$ cat config.mk
export PLATFORM = sky130hd
export DESIGN_NAME = mem_arbiter
export DESIGN_NICKNAME = d
export VERILOG_FILES = /design/src/rtl/mem_bus_pkg.sv /design/src/rtl/arb_pick.sv /design/src/rtl/mem_arbiter.sv
export SDC_FILE = /design/constraint.sdc
export NUM_CORES = 1
export LEC_CHECK = 0
export BUFFER_PORTS_ARGS = -buffer_cell sky130_fd_sc_hd__buf_2
export CAP_MARGIN = 20
export CORE_ASPECT_RATIO = 0.5
export CORE_MARGIN = 2
export CORE_UTILIZATION = 46
export CTS_CLUSTER_DIAMETER = 60
export CTS_CLUSTER_SIZE = 24
export DETAILED_ROUTE_END_ITERATION = 8
export PLACE_DENSITY_LB_ADDON = 0.12
export SYNTH_ARGS = -nofsm -noshare
export SYNTH_HDL_FRONTEND = slang
export SYNTH_HIERARCHICAL = 1
export SYNTH_SLANG_ARGS = --single-unit
$ cat constraint.sdc
create_clock -name clk -period 2 [get_ports clk]
set_clock_uncertainty 0.1 [all_clocks]
set_input_delay 0.3 -clock clk [delete_from_list [all_inputs] [get_ports clk]]
set_output_delay 0.3 -clock clk [all_outputs]
set_load 0.03 [all_outputs]
$ cat src/rtl/mem_bus_pkg.sv
// Shared definitions for the L1 <-> SDRAM controller arbitration path:
// default bus widths, arbiter state encoding and port index constants.
package mem_bus_pkg;

    localparam int ADDR_W_DEF = 32;
    localparam int DATA_W_DEF = 32;

    typedef enum logic {
        ARB_IDLE = 1'b0,
        ARB_BUSY = 1'b1
    } arb_state_e;

    localparam logic PORT_L1I = 1'b0;
    localparam logic PORT_L1D = 1'b1;

endpackage

$ cat src/rtl/arb_pick.sv
// Combinational grant pick between the two eligible requesters.
// Build option: ARB_ROUND_ROBIN_EN
//   defined   -> on a tie the port that was not served last wins
//   undefined -> fixed priority, the L1D port wins every tie
// A lone eligible request is always picked.
module arb_pick
    import mem_bus_pkg::*;
(
    input  logic elig0_i,
    input  logic elig1_i,
    input  logic rr_last_i,
    output logic valid_o,
    output logic idx_o
);

`ifndef ARB_ROUND_ROBIN_EN
    // last-served history only matters for round robin
    logic unused_rr_last;
    assign unused_rr_last = rr_last_i;
`endif

    // choose the winning port index from the eligible set
    always_comb begin
        valid_o = elig0_i | elig1_i;
        idx_o   = PORT_L1I;
        if (elig0_i && elig1_i) begin
`ifdef ARB_ROUND_ROBIN_EN
            idx_o = ~rr_last_i;
`else
            idx_o = PORT_L1D;
`endif
        end else if (elig1_i) begin
            idx_o = PORT_L1D;
        end
    end

endmodule

$ cat src/rtl/mem_arbiter.sv
// Two-port arbiter: L1I (port 0) and L1D (port 1) share one SDRAM
// controller start/done bus. One transaction at a time; the granted
// port's addr/data/we are frozen into sdc_* for the whole transaction.
// Build option: ARB_ROUND_ROBIN_EN (tie policy, see arb_pick).
//
// Handshake: a requester raises pN_start and holds it until its pN_done
// pulse; sdc_start is held from the cycle after grant up to and including
// the sdc_done cycle. A requester that drops start early has its done and
// data swallowed, and must show start low for a cycle before it can be
// granted again after a completed transaction.
module mem_arbiter
    import mem_bus_pkg::*;
#(
    parameter int ADDR_W = ADDR_W_DEF,
    parameter int DATA_W = DATA_W_DEF
) (
    input  logic              clk,
    input  logic              reset,
    input  logic [ADDR_W-1:0] p0_addr,
    input  logic [DATA_W-1:0] p0_data,
    input  logic              p0_we,
    input  logic              p0_start,
    output logic [DATA_W-1:0] p0_q,
    output logic              p0_done,
    input  logic [ADDR_W-1:0] p1_addr,
    input  logic [DATA_W-1:0] p1_data,
    input  logic              p1_we,
    input  logic              p1_start,
    output logic [DATA_W-1:0] p1_q,
    output logic              p1_done,
    output logic [ADDR_W-1:0] sdc_addr,
    output logic [DATA_W-1:0] sdc_data,
    output logic              sdc_we,
    output logic              sdc_start,
    input  logic [DATA_W-1:0] sdc_q,
    input  logic              sdc_done,
    output logic              dbg_state
);

    arb_state_e        state_q;
    logic              gnt_q;
    logic              rr_last_q;
    logic              arm0_q, arm1_q;
    logic              arm0_d, arm1_d;
    logic [ADDR_W-1:0] sdc_addr_q;
    logic [DATA_W-1:0] sdc_data_q;
    logic              sdc_we_q;
    logic              sdc_start_q;
    logic [DATA_W-1:0] qhold0_q, qhold1_q;

    logic pick_valid;
    logic pick_idx;
    logic done_now;

    arb_pick u_pick (
        .elig0_i   (p0_start & arm0_q),
        .elig1_i   (p1_start & arm1_q),
        .rr_last_i (rr_last_q),
        .valid_o   (pick_valid),
        .idx_o     (pick_idx)
    );

    assign done_now = (state_q == ARB_BUSY) && sdc_done;

    // route completion only to a granted port that is still asking
    assign p0_done = done_now && (gnt_q == PORT_L1I) && p0_start;
    assign p1_done = done_now && (gnt_q == PORT_L1D) && p1_start;
    assign p0_q    = p0_done ? sdc_q : qhold0_q;
    assign p1_q    = p1_done ? sdc_q : qhold1_q;

    assign sdc_addr  = sdc_addr_q;
    assign sdc_data  = sdc_data_q;
    assign sdc_we    = sdc_we_q;
    assign sdc_start = sdc_start_q;
    assign dbg_state = state_q;

    // disarm on completion; any low-start cycle re-arms (and wins)
    always_comb begin
        arm0_d = arm0_q;
        arm1_d = arm1_q;
        if (done_now && (gnt_q == PORT_L1I)) arm0_d = 1'b0;
        if (done_now && (gnt_q == PORT_L1D)) arm1_d = 1'b0;
        if (!p0_start) arm0_d = 1'b1;
        if (!p1_start) arm1_d = 1'b1;
    end

    // arbitration FSM with registered controller-side outputs
    always_ff @(posedge clk) begin
        if (reset) begin
            state_q     <= ARB_IDLE;
            gnt_q       <= PORT_L1I;
            rr_last_q   <= 1'b1;
            arm0_q      <= 1'b1;
            arm1_q      <= 1'b1;
            sdc_addr_q  <= '0;
            sdc_data_q  <= '0;
            sdc_we_q    <= 1'b0;
            sdc_start_q <= 1'b0;
            qhold0_q    <= '0;
            qhold1_q    <= '0;
        end else begin
            arm0_q <= arm0_d;
            arm1_q <= arm1_d;
            if (p0_done) qhold0_q <= sdc_q;
            if (p1_done) qhold1_q <= sdc_q;
            case (state_q)
                ARB_IDLE: begin
                    if (pick_valid) begin
                        gnt_q       <= pick_idx;
                        sdc_addr_q  <= pick_idx ? p1_addr : p0_addr;
                        sdc_data_q  <= pick_idx ? p1_data : p0_data;
                        sdc_we_q    <= pick_idx ? p1_we   : p0_we;
                        sdc_start_q <= 1'b1;
                        state_q     <= ARB_BUSY;
                    end
                end
                ARB_BUSY: begin
                    if (sdc_done) begin
                        sdc_start_q <= 1'b0;
                        rr_last_q   <= gnt_q;
                        state_q     <= ARB_IDLE;
                    end
                end
                default: state_q <= ARB_IDLE;
            endcase
        end
    end

endmodule

==> flow_summary.json, run 1 <==
{
  "io_buffers": 299,
  "synthCells": 525,
  "avgSynthCellArea_um2": 11.1,
  "grt_max_degree": 69,
  "rsz0062_at_grt": "yes",
  "die_area_mm2": 0.0137,
  "start_util_pct": 46.6,
  "p_leak_nw": 4.27,
  "cts_tree": "yes",
  "cts_inserted_buffers": 17,
  "met1_length_um": 6110,
  "min_path_type": "primary input to flip-flop",
  "slew_violations": 0,
  "tightest_slew_ns": 0.452,
  "hold_buffers": 0,
  "syn-cell-area_mm2": 0.00584,
  "via_per_inst": 4.74,
  "gp_congestion": 0.734,
  "dr_wl_met3_um": 587,
  "end_kind": "output pin",
  "final_common_cell": "buf_2",
  "pre_cts_slack_ns": 0.252,
  "route.detailed.drc": 0,
  "clk_latency_ns": 0.39,
  "arrival_ns": 1.68,
  "finalSetupViolations": 56,
  "cts.htree.levels": 4,
  "drv_cap": 0,
  "grt_pass1_vias": 4458,
  "path_clk_slew_ns": 0.06,
  "crit_type": "flip-flop to output pin",
  "max_freq_ghz": 0.480,
  "yosysWarnings": 6,
  "grt_pass1_wl_um": 21700,
  "worstPathMaxFanout": 17,
  "wl_met2_um": 7260,
  "top_layer": "met4",
  "holdWs_ns": 0.0374,
  "status": "finished, violations left",
  "die_y_um": 83.6,
  "relSlewSlack_pct": 69.8,
  "num_antenna_cells": 0,
  "dp_hpwl_um": 10100,
  "wire_per_inst_um": 14.3,
  "failed_checks": "setup timing",
  "grt_overflow": 0,
  "io_pins": 300,
  "wirelength_um": 14200,
  "clockBufferDepth": 2,
  "fill_cells": 1031,
  "via_count": 4707,
  "track_usage_pct": 20.0,
  "cts.sinks": 134,
  "ir_drop_uv": 645,
  "nets": 977,
  "antenna_found_initial": 0,
  "die_w_um": 163,
  "final.min_clock_period_ns": 2.08,
  "drive_above_1_share_pct": 50.7,
  "area_growth_pct": 42.9,
  "core_mm2": 0.0125,
  "finalCritPeriodShare_pct": 104,
  "antenna_left": 0,
  "cts-root-buf": "clkbuf_16",
  "critPathRequiredTime_ns": 1.60,
  "setup_ws_ns": -0.0817,
  "rows": 29,
  "startpoint_type": "flip-flop",
  "layout_common_cells": "buf_2 (265), dfxtp_1 (132), nor2_1 (66)",
  "drt_first_pass_iters": 4,
  "finalHoldViolCount": 0,
  "first_iter_violations": 145,
  "synthesis.nets": 692,
  "power_density_mw_per_mm2": 897
}
area by class of cell:
| class | count | area [um^2] | area share, % |
|---|---|---|---|
| Multi-Input combinational cell | 343 | 2900 | 34.7 |
| Clock inverter | 13 | 171 | 2.06 |
| Timing Repair Buffer | 312 | 1930 | 23.1 |
| Clock buffer | 19 | 433 | 5.19 |
| Tap cell | 170 | 213 | 2.55 |
| Sequential cell | 134 | 2690 | 32.3 |
| Inverter | 2 | 7.51 | 0.0900 |
where the power goes:
part,switching (mW),internal [mW],total [mW]
combinational,0.840,0.531,1.37
sequential,0.0752,2.84,2.92
clock,1.21,1.98,3.19
through the flow:
| step | instances | power [mW] | util [%] | setup TNS [ns] | instance area [um^2] |
|---|---|---|---|---|---|
| floorplan | 525 | 3.88 | - | 0 | 5840 |
| global placement | 959 | 4.32 | 59.8 | 0 | 7490 |
| detailed placement | 959 | 4.34 | 59.8 | 0 | 7490 |
| CTS | 991 | 7.55 | 66.0 | -2.44 | 8260 |
| global route | 993 | 7.77 | 66.6 | -6.36 | 8340 |
| finish | 993 | 7.48 | 66.6 | -2.49 | 8340 |
sequential cells by signal (all words and copies together) (netlist names):
signal     cells
sdc_data      32
arm0_q         1
sdc_we         1
dbg_state      1
qhold0_q      32
sdc_start      1
sdc_addr      32
arm1_q         1
gnt_q          1
qhold1_q      32
critical path, cell delays in order (launching register included):
cell      delay (ns)
dfxtp_4         0.37
nand4b_4        0.17
buf_12          0.19
mux2_2          0.36
buf_2           0.18
path summary, 6_finish.rpt:
kind,endpoint,slack (ns),cells past startpoint,from
setup / recovery,p0_q[1],-0.08,4,gnt_q
hold / removal,arm1_q,0.04,2,p1_start
setup reg to reg,sdc_addr[23],0.40,6,arm1_q
hold reg to reg,arm1_q,0.37,2,arm1_q
timing repair:
| item | CTS | global route |
|---|---|---|
| setup buffers | 0 | 1 |
| gates cloned | 0 | 1 |
| endpoints found under the setup margin | 64 | 64 |
| gates resized for setup | 56 | 16 |
layer usage:
| metal | GRT usage (%) | vias up |
|---|---|---|
| met4 | 6.68 | 0 |
| li1 | - | 2409 |
| met3 | 4.62 | 17 |
| met5 | 0 | - |
| met1 | 22.9 | 2150 |
| met2 | 36.8 | 131 |
Power figures use the tool's default switching activity.
==> inputs of run 2 (changes only) <==
--- a/config.mk
+++ b/config.mk
@@ -9,11 +9,13 @@
 export CAP_MARGIN = 20
 export CORE_ASPECT_RATIO = 0.5
 export CORE_MARGIN = 2
-export CORE_UTILIZATION = 46
+export CORE_UTILIZATION = 41
 export CTS_CLUSTER_DIAMETER = 60
 export CTS_CLUSTER_SIZE = 24
 export DETAILED_ROUTE_END_ITERATION = 8
+export GPL_ROUTABILITY_DRIVEN = 0
 export PLACE_DENSITY_LB_ADDON = 0.12
+export SETUP_SLACK_MARGIN = 0.2
 export SYNTH_ARGS = -nofsm -noshare
 export SYNTH_HDL_FRONTEND = slang
 export SYNTH_HIERARCHICAL = 1
==> constraint.sdc (replaced) <==
create_clock -name clk -period 1.85 [get_ports clk]
set_clock_uncertainty 0.1 [all_clocks]
set_input_delay 0.2775 -clock clk [delete_from_list [all_inputs] [get_ports clk]]
set_output_delay 0.2775 -clock clk [all_outputs]
set_load 0.03 [all_outputs]
==> run 2 against run 1 <==
Effect of this change: the run still ends with setup timing left; core utilization is 2.8 points lower; cell count rose by 3.4%; wire length rose by 6.0%; final area grew 5.1%; combinational power rose by 20%; worst setup slack got worse by 0.13 ns; sequential power grew 8.2%; register-to-register slack got worse by 0.16 ns; via count rose by 2.8%; first-iteration DRC count grew 5.5%; critical endpoint is now p1_q[31]; largest cell class unchanged; largest power group unchanged.
==> flow_summary.json, run 2 (same netlist as run 1, synthesis figures left out) <==
{
  "failed_checks": "setup timing",
  "drive_above_1_share_pct": 53.1,
  "cts_tree": "yes",
  "setup_ws_ns": -0.215,
  "route.detailed.drc": 0,
  "final_common_cell": "buf_2",
  "crit_path_cell_trace": "buf_6 > nand4_4 > buf_12 > mux2_2 > buf_4",
  "grt_max_degree": 45,
  "finalCritPeriodShare_pct": 112,
  "fill_cells": 1123,
  "cp_num_cells": 5,
  "start_util_pct": 42.5,
  "power_density_mw_per_mm2": 991,
  "cp_slowest_cell": "mux2_2",
  "top_usage_layer": "met2",
  "via_per_inst": 4.71,
  "path_buf_inv": 3,
  "seqCellArea_mm2": 0.00269,
  "layout_common_cells": "buf_2 (238), dfxtp_1 (131), nor2_1 (66)",
  "p_total_mw": 8.68,
  "finalSetupViolations": 64,
  "final.min_clock_period_ns": 2.06,
  "startpoint_type": "flip-flop",
  "status": "finished, violations left",
  "crit_type": "flip-flop to output pin",
  "max_freq_ghz": 0.484,
  "grt_overflow": 0,
  "min_path_type": "primary input to flip-flop",
  "clockBufferDepth": 2,
  "end_kind": "output pin",
  "hold_buffers": 0,
  "die_y_um": 88.4,
  "wirelength_um": 15000,
  "cts-root-buf": "clkbuf_16",
  "path_clk_slew_ns": 0.06,
  "antenna_left": 0,
  "area_growth_pct": 50.2,
  "clk_latency_ns": 0.39,
  "grt_pass1_wl_um": 22800,
  "via_count": 4840,
  "io_buffers": 299,
  "pre_cts_slack_ns": -0.0588,
  "cts_inserted_buffers": 17,
  "io_pins": 300,
  "hold_depth": 3,
  "p_leak_nw": 4.44,
  "dp_hpwl_um": 10400,
  "grt_pass1_vias": 4592,
  "die_w_um": 173,
  "core_mm2": 0.0137,
  "tightest_slew_ns": 0.421,
  "tns_ns": -12.05,
  "first_iter_violations": 153,
  "arrival_ns": 1.69,
  "die_area_mm2": 0.0153,
  "track_usage_pct": 18.7,
  "cpPeakStageDelay_ns": 0.37,
  "nets": 990,
  "finalHoldViolCount": 0,
  "num_antenna_cells": 0,
  "use_met2_pct": 34.9,
  "reg2reg_depth": 7,
  "drv_cap": 0,
  "slew_violations": 0,
  "rows": 30,
  "use_met1_pct": 22.0,
  "multiInputGateArea_mm2": 0.00297,
  "relSlewSlack_pct": 71.8,
  "antenna_found_initial": 0,
  "worstPathMaxFanout": 20,
  "critPathRequiredTime_ns": 1.47,
  "cpLargestDelayFamily": "buffers and inverters",
  "wire_per_inst_um": 14.6,
  "drt_first_pass_iters": 4,
  "cts.htree.levels": 4,
  "rsz0062_at_grt": "yes",
  "post-route-util_pct": 63.8,
  "cts.sinks": 134,
  "ir_drop_uv": 691,
  "grt_util_met3_pct": 3.91
}
==> run 2: cell types whose count changed in the layout (fill, tap and decap cells not counted), sizes merged <==
cell      previous run  this run
clkinvlp             5         2
inv                  6         2
nor2b               65        66
buf                311       323
clkinv               1         3
clkbuf              20        21
bufinv               3         6
==> run 2: per-stage QoR <==
step	std cells	hold WS (ns)	area [um^2]
floorplan	525	0.264	5860
global placement	986	0.366	7590
detailed placement	986	0.365	7590
CTS	1022	0.0995	8630
global route	1027	0.112	8760
finish	1027	0.113	8760
==> run 2: report_power, final <==
part	switching (mW)	total, mW	internal [mW]
combinational	0.957	1.64	0.687
clock	1.24	3.88	2.64
sequential	0.0850	3.16	3.07
==> run 2: routing by layer <==
metal	vias up	part of all wire, %
li1	2418	-
met1	2257	43
met2	146	51
met3	19	4.5
met4	0	1.5
met5	-	0
==> run 2: area by class of cell <==
| cell class | instances | area share (%) |
|---|---|---|
| inverter | 2 | 0.0857 |
| timing repair buffer | 324 | 24.7 |
| multi-input combinational | 344 | 33.9 |
| sequential | 134 | 30.7 |
| clock inverter | 11 | 2.53 |
| tap | 192 | 2.74 |
| clock buffer | 20 | 5.33 |
==> run 2: path summary, 6_finish.rpt <==
| check | slack (ns) | startpoint | end |
|---|---|---|---|
| max | -0.21 | gnt_q | p1_q[31] |
| max reg2reg | 0.24 | arm1_q | sdc_addr[25] |
| min | 0.11 | p0_addr[21] | sdc_addr[21] |
| min reg2reg | 0.37 | arm1_q | arm1_q |
==> run 2: repair_timing <==
item | 4_1_cts | 5_1_grt
pin swaps | 0 | 2
endpoints found under the setup margin | 123 | 115
gates resized for setup | 95 | 16
gates cloned | 3 | 3
setup buffers | 2 | 2
==> run 2: worst register-to-register path, stage by stage, from the launching register on <==
cell	delay, ns
dfxtp_2	0.31
and2_4	0.13
or2_4	0.25
nor2b_4	0.14
buf_12	0.14
buf_6	0.13
buf_6	0.14
a211oi_1	0.19
==> inputs of run 3 (changes only) <==
--- a/config.mk
+++ b/config.mk
@@ -7,7 +7,7 @@
 export LEC_CHECK = 0
 export BUFFER_PORTS_ARGS = -buffer_cell sky130_fd_sc_hd__buf_2
 export CAP_MARGIN = 20
-export CORE_ASPECT_RATIO = 0.5
+export CORE_ASPECT_RATIO = 1.2
 export CORE_MARGIN = 2
 export CORE_UTILIZATION = 41
 export CTS_CLUSTER_DIAMETER = 60
==> run 3 against run 2 <==
Effect of this change: the run ends with DRC, setup timing left; count of clock-buffer cells in the layout grew 3; power shrank 2.7%; wire length increased by 15%; sequential power hardly changed; critical endpoint is now p0_q[0]; largest power group unchanged.
==> flow_summary.json, run 3 (same netlist as run 1, synthesis figures left out) <==
{
  "tns_ns": -9.17,
  "nets": 994,
  "cts_inserted_buffers": 17,
  "min_path_type": "primary input to flip-flop",
  "rsz0062_at_grt": "yes",
  "clk_latency_ns": 0.41,
  "grt_overflow": 0,
  "cts.sinks": 134,
  "wire_per_inst_um": 17.1,
  "startpoint_type": "flip-flop",
  "end_kind": "output pin",
  "crit_type": "flip-flop to output pin",
  "failed_checks": "DRC, setup timing",
  "cts.htree.levels": 4,
  "ir_drop_uv": 611,
  "grt_pass1_vias": 4922,
  "relSlewSlack_pct": 71.8,
  "grt_max_degree": 76,
  "finalHoldViolCount": 0,
  "die_area_mm2": 0.0152,
  "wirelength_um": 17300,
  "cpPeakStageDelay_ns": 0.36,
  "antenna_found_initial": 0,
  "place_area_mm2": 0.00752,
  "final.min_clock_period_ns": 2.05,
  "drv_cap": 0,
  "power_density_mw_per_mm2": 926,
  "first_iter_violations": 187,
  "layout_common_cells": "buf_2 (232), dfxtp_1 (131), mux2i_1 (65)",
  "start_util_pct": 42.0,
  "reg2reg_depth": 6,
  "dp_hpwl_um": 11400,
  "worstPathMaxFanout": 17,
  "clock_power_share_pct": 40.9,
  "hold_depth": 2,
  "power.internal_mw": 6.03,
  "critPathRequiredTime_ns": 1.47,
  "final_common_cell": "buf_2",
  "status": "finished, violations left",
  "clockBufferDepth": 2,
  "crit_path_cell_trace": "nand4b_4 > buf_12 > mux2_2 > buf_4",
  "rows": 47,
  "area_growth_pct": 56.4,
  "arrival_ns": 1.67,
  "path_clk_slew_ns": 0.05,
  "grt_pass1_wl_um": 24100,
  "via_per_inst": 4.99,
  "p_leak_nw": 4.50,
  "tightest_slew_ns": 0.423,
  "via_count": 5049,
  "finalSetupViolations": 64,
  "track_usage_pct": 20.0,
  "antenna_left": 0,
  "cts_tree": "yes",
  "num_antenna_cells": 0,
  "cts-root-buf": "clkbuf_16",
  "io_buffers": 299,
  "setup_ws_ns": -0.198,
  "comb_power_share_pct": 21.5,
  "fin_area_mm2": 0.00913,
  "route.detailed.drc": 15,
  "core_mm2": 0.0139,
  "finalCritPeriodShare_pct": 111,
  "io_pins": 300,
  "p_seq_share_pct": 37.6,
  "drive_above_1_share_pct": 59.4,
  "power_switching_mw": 2.42,
  "cp_slowest_cell": "dfxtp_4",
  "die_y_um": 135,
  "switching_share_pct": 28.6,
  "slew_violations": 0,
  "drt_first_pass_iters": 7,
  "die_w_um": 113,
  "max_freq_ghz": 0.488
}
-- run 3: changes by cell type in the layout (fill, tap and decap cells not counted), moves of 12 or more --
cell / delta
buf_4: -22
a211oi_1: -35
a211oi_2: +35
nor2_2: +12
buf_6: +28
nor2_1: -18
-- run 3: stage by stage --
stage | instances | worst slack [ns] | total power, mW | utilization (%) | hold WS [ns]
after global placement | 962 | 0.154 | 4.69 | 54.2 | 0.354
after detailed placement | 962 | 0.110 | 4.72 | 54.2 | 0.365
final | 1011 | -0.198 | 8.45 | 65.8 | 0.0222
after CTS | 998 | -0.217 | 8.25 | 62.0 | 0.00227
after global routing | 1011 | -0.255 | 8.78 | 65.8 | 0.0114
after floorplan | 525 | 0.218 | 4.20 | - | 0.264
-- run 3: what timing repair did --
item                       in CTS  in global routing
resized for setup             136                 76
setup buffers                   3                  5
hold endpoints to repair        1                  0
pin swaps                       1                 40
cloned                          0                  8
setup endpoints to repair      66                125
hold buffers                    1                  0
-- run 3: routing by layer --
metal	wire [um]	track usage, %
met4	576	10.5
met1	6820	21.2
met5	0	0
met2	8900	36.1
met3	1020	5.30
-- run 3: path summary, 6_finish.rpt --
kind             from          end  slack, ns
max             gnt_q      p0_q[0]      -0.20
min          p1_start       arm1_q       0.02
max reg2reg     gnt_q  qhold1_q[3]       0.21
min reg2reg    arm1_q       arm1_q       0.37
-- run 3: power groups by stage --
stage / Clock (mW) / Combinational [mW] / Sequential, mW
floorplan: 0 / 0.665 / 3.53
global placement: 0 / 1.47 / 3.22
detailed placement: 0 / 1.49 / 3.23
CTS: 3.52 / 1.56 / 3.16
global route: 3.65 / 1.93 / 3.20
finish: 3.45 / 1.82 / 3.18
-- run 3: area by class of cell --
cell class	count	area [um^2]
Sequential cell	134	2690
Clock inverter	9	115
Clock buffer	23	508
Inverter	2	7.51
Multi-Input combinational cell	343	3220
Tap cell	171	214
Fill cell	1118	4750
Timing Repair Buffer	329	2370
-- run 3: critical path: cells and delay by family, from the launching register on --
family | cells | cell delay, ns
buffers and inverters | 2 | 0.36
DFF | 1 | 0.36
muxes | 1 | 0.36
and+or+nand+nor | 1 | 0.17
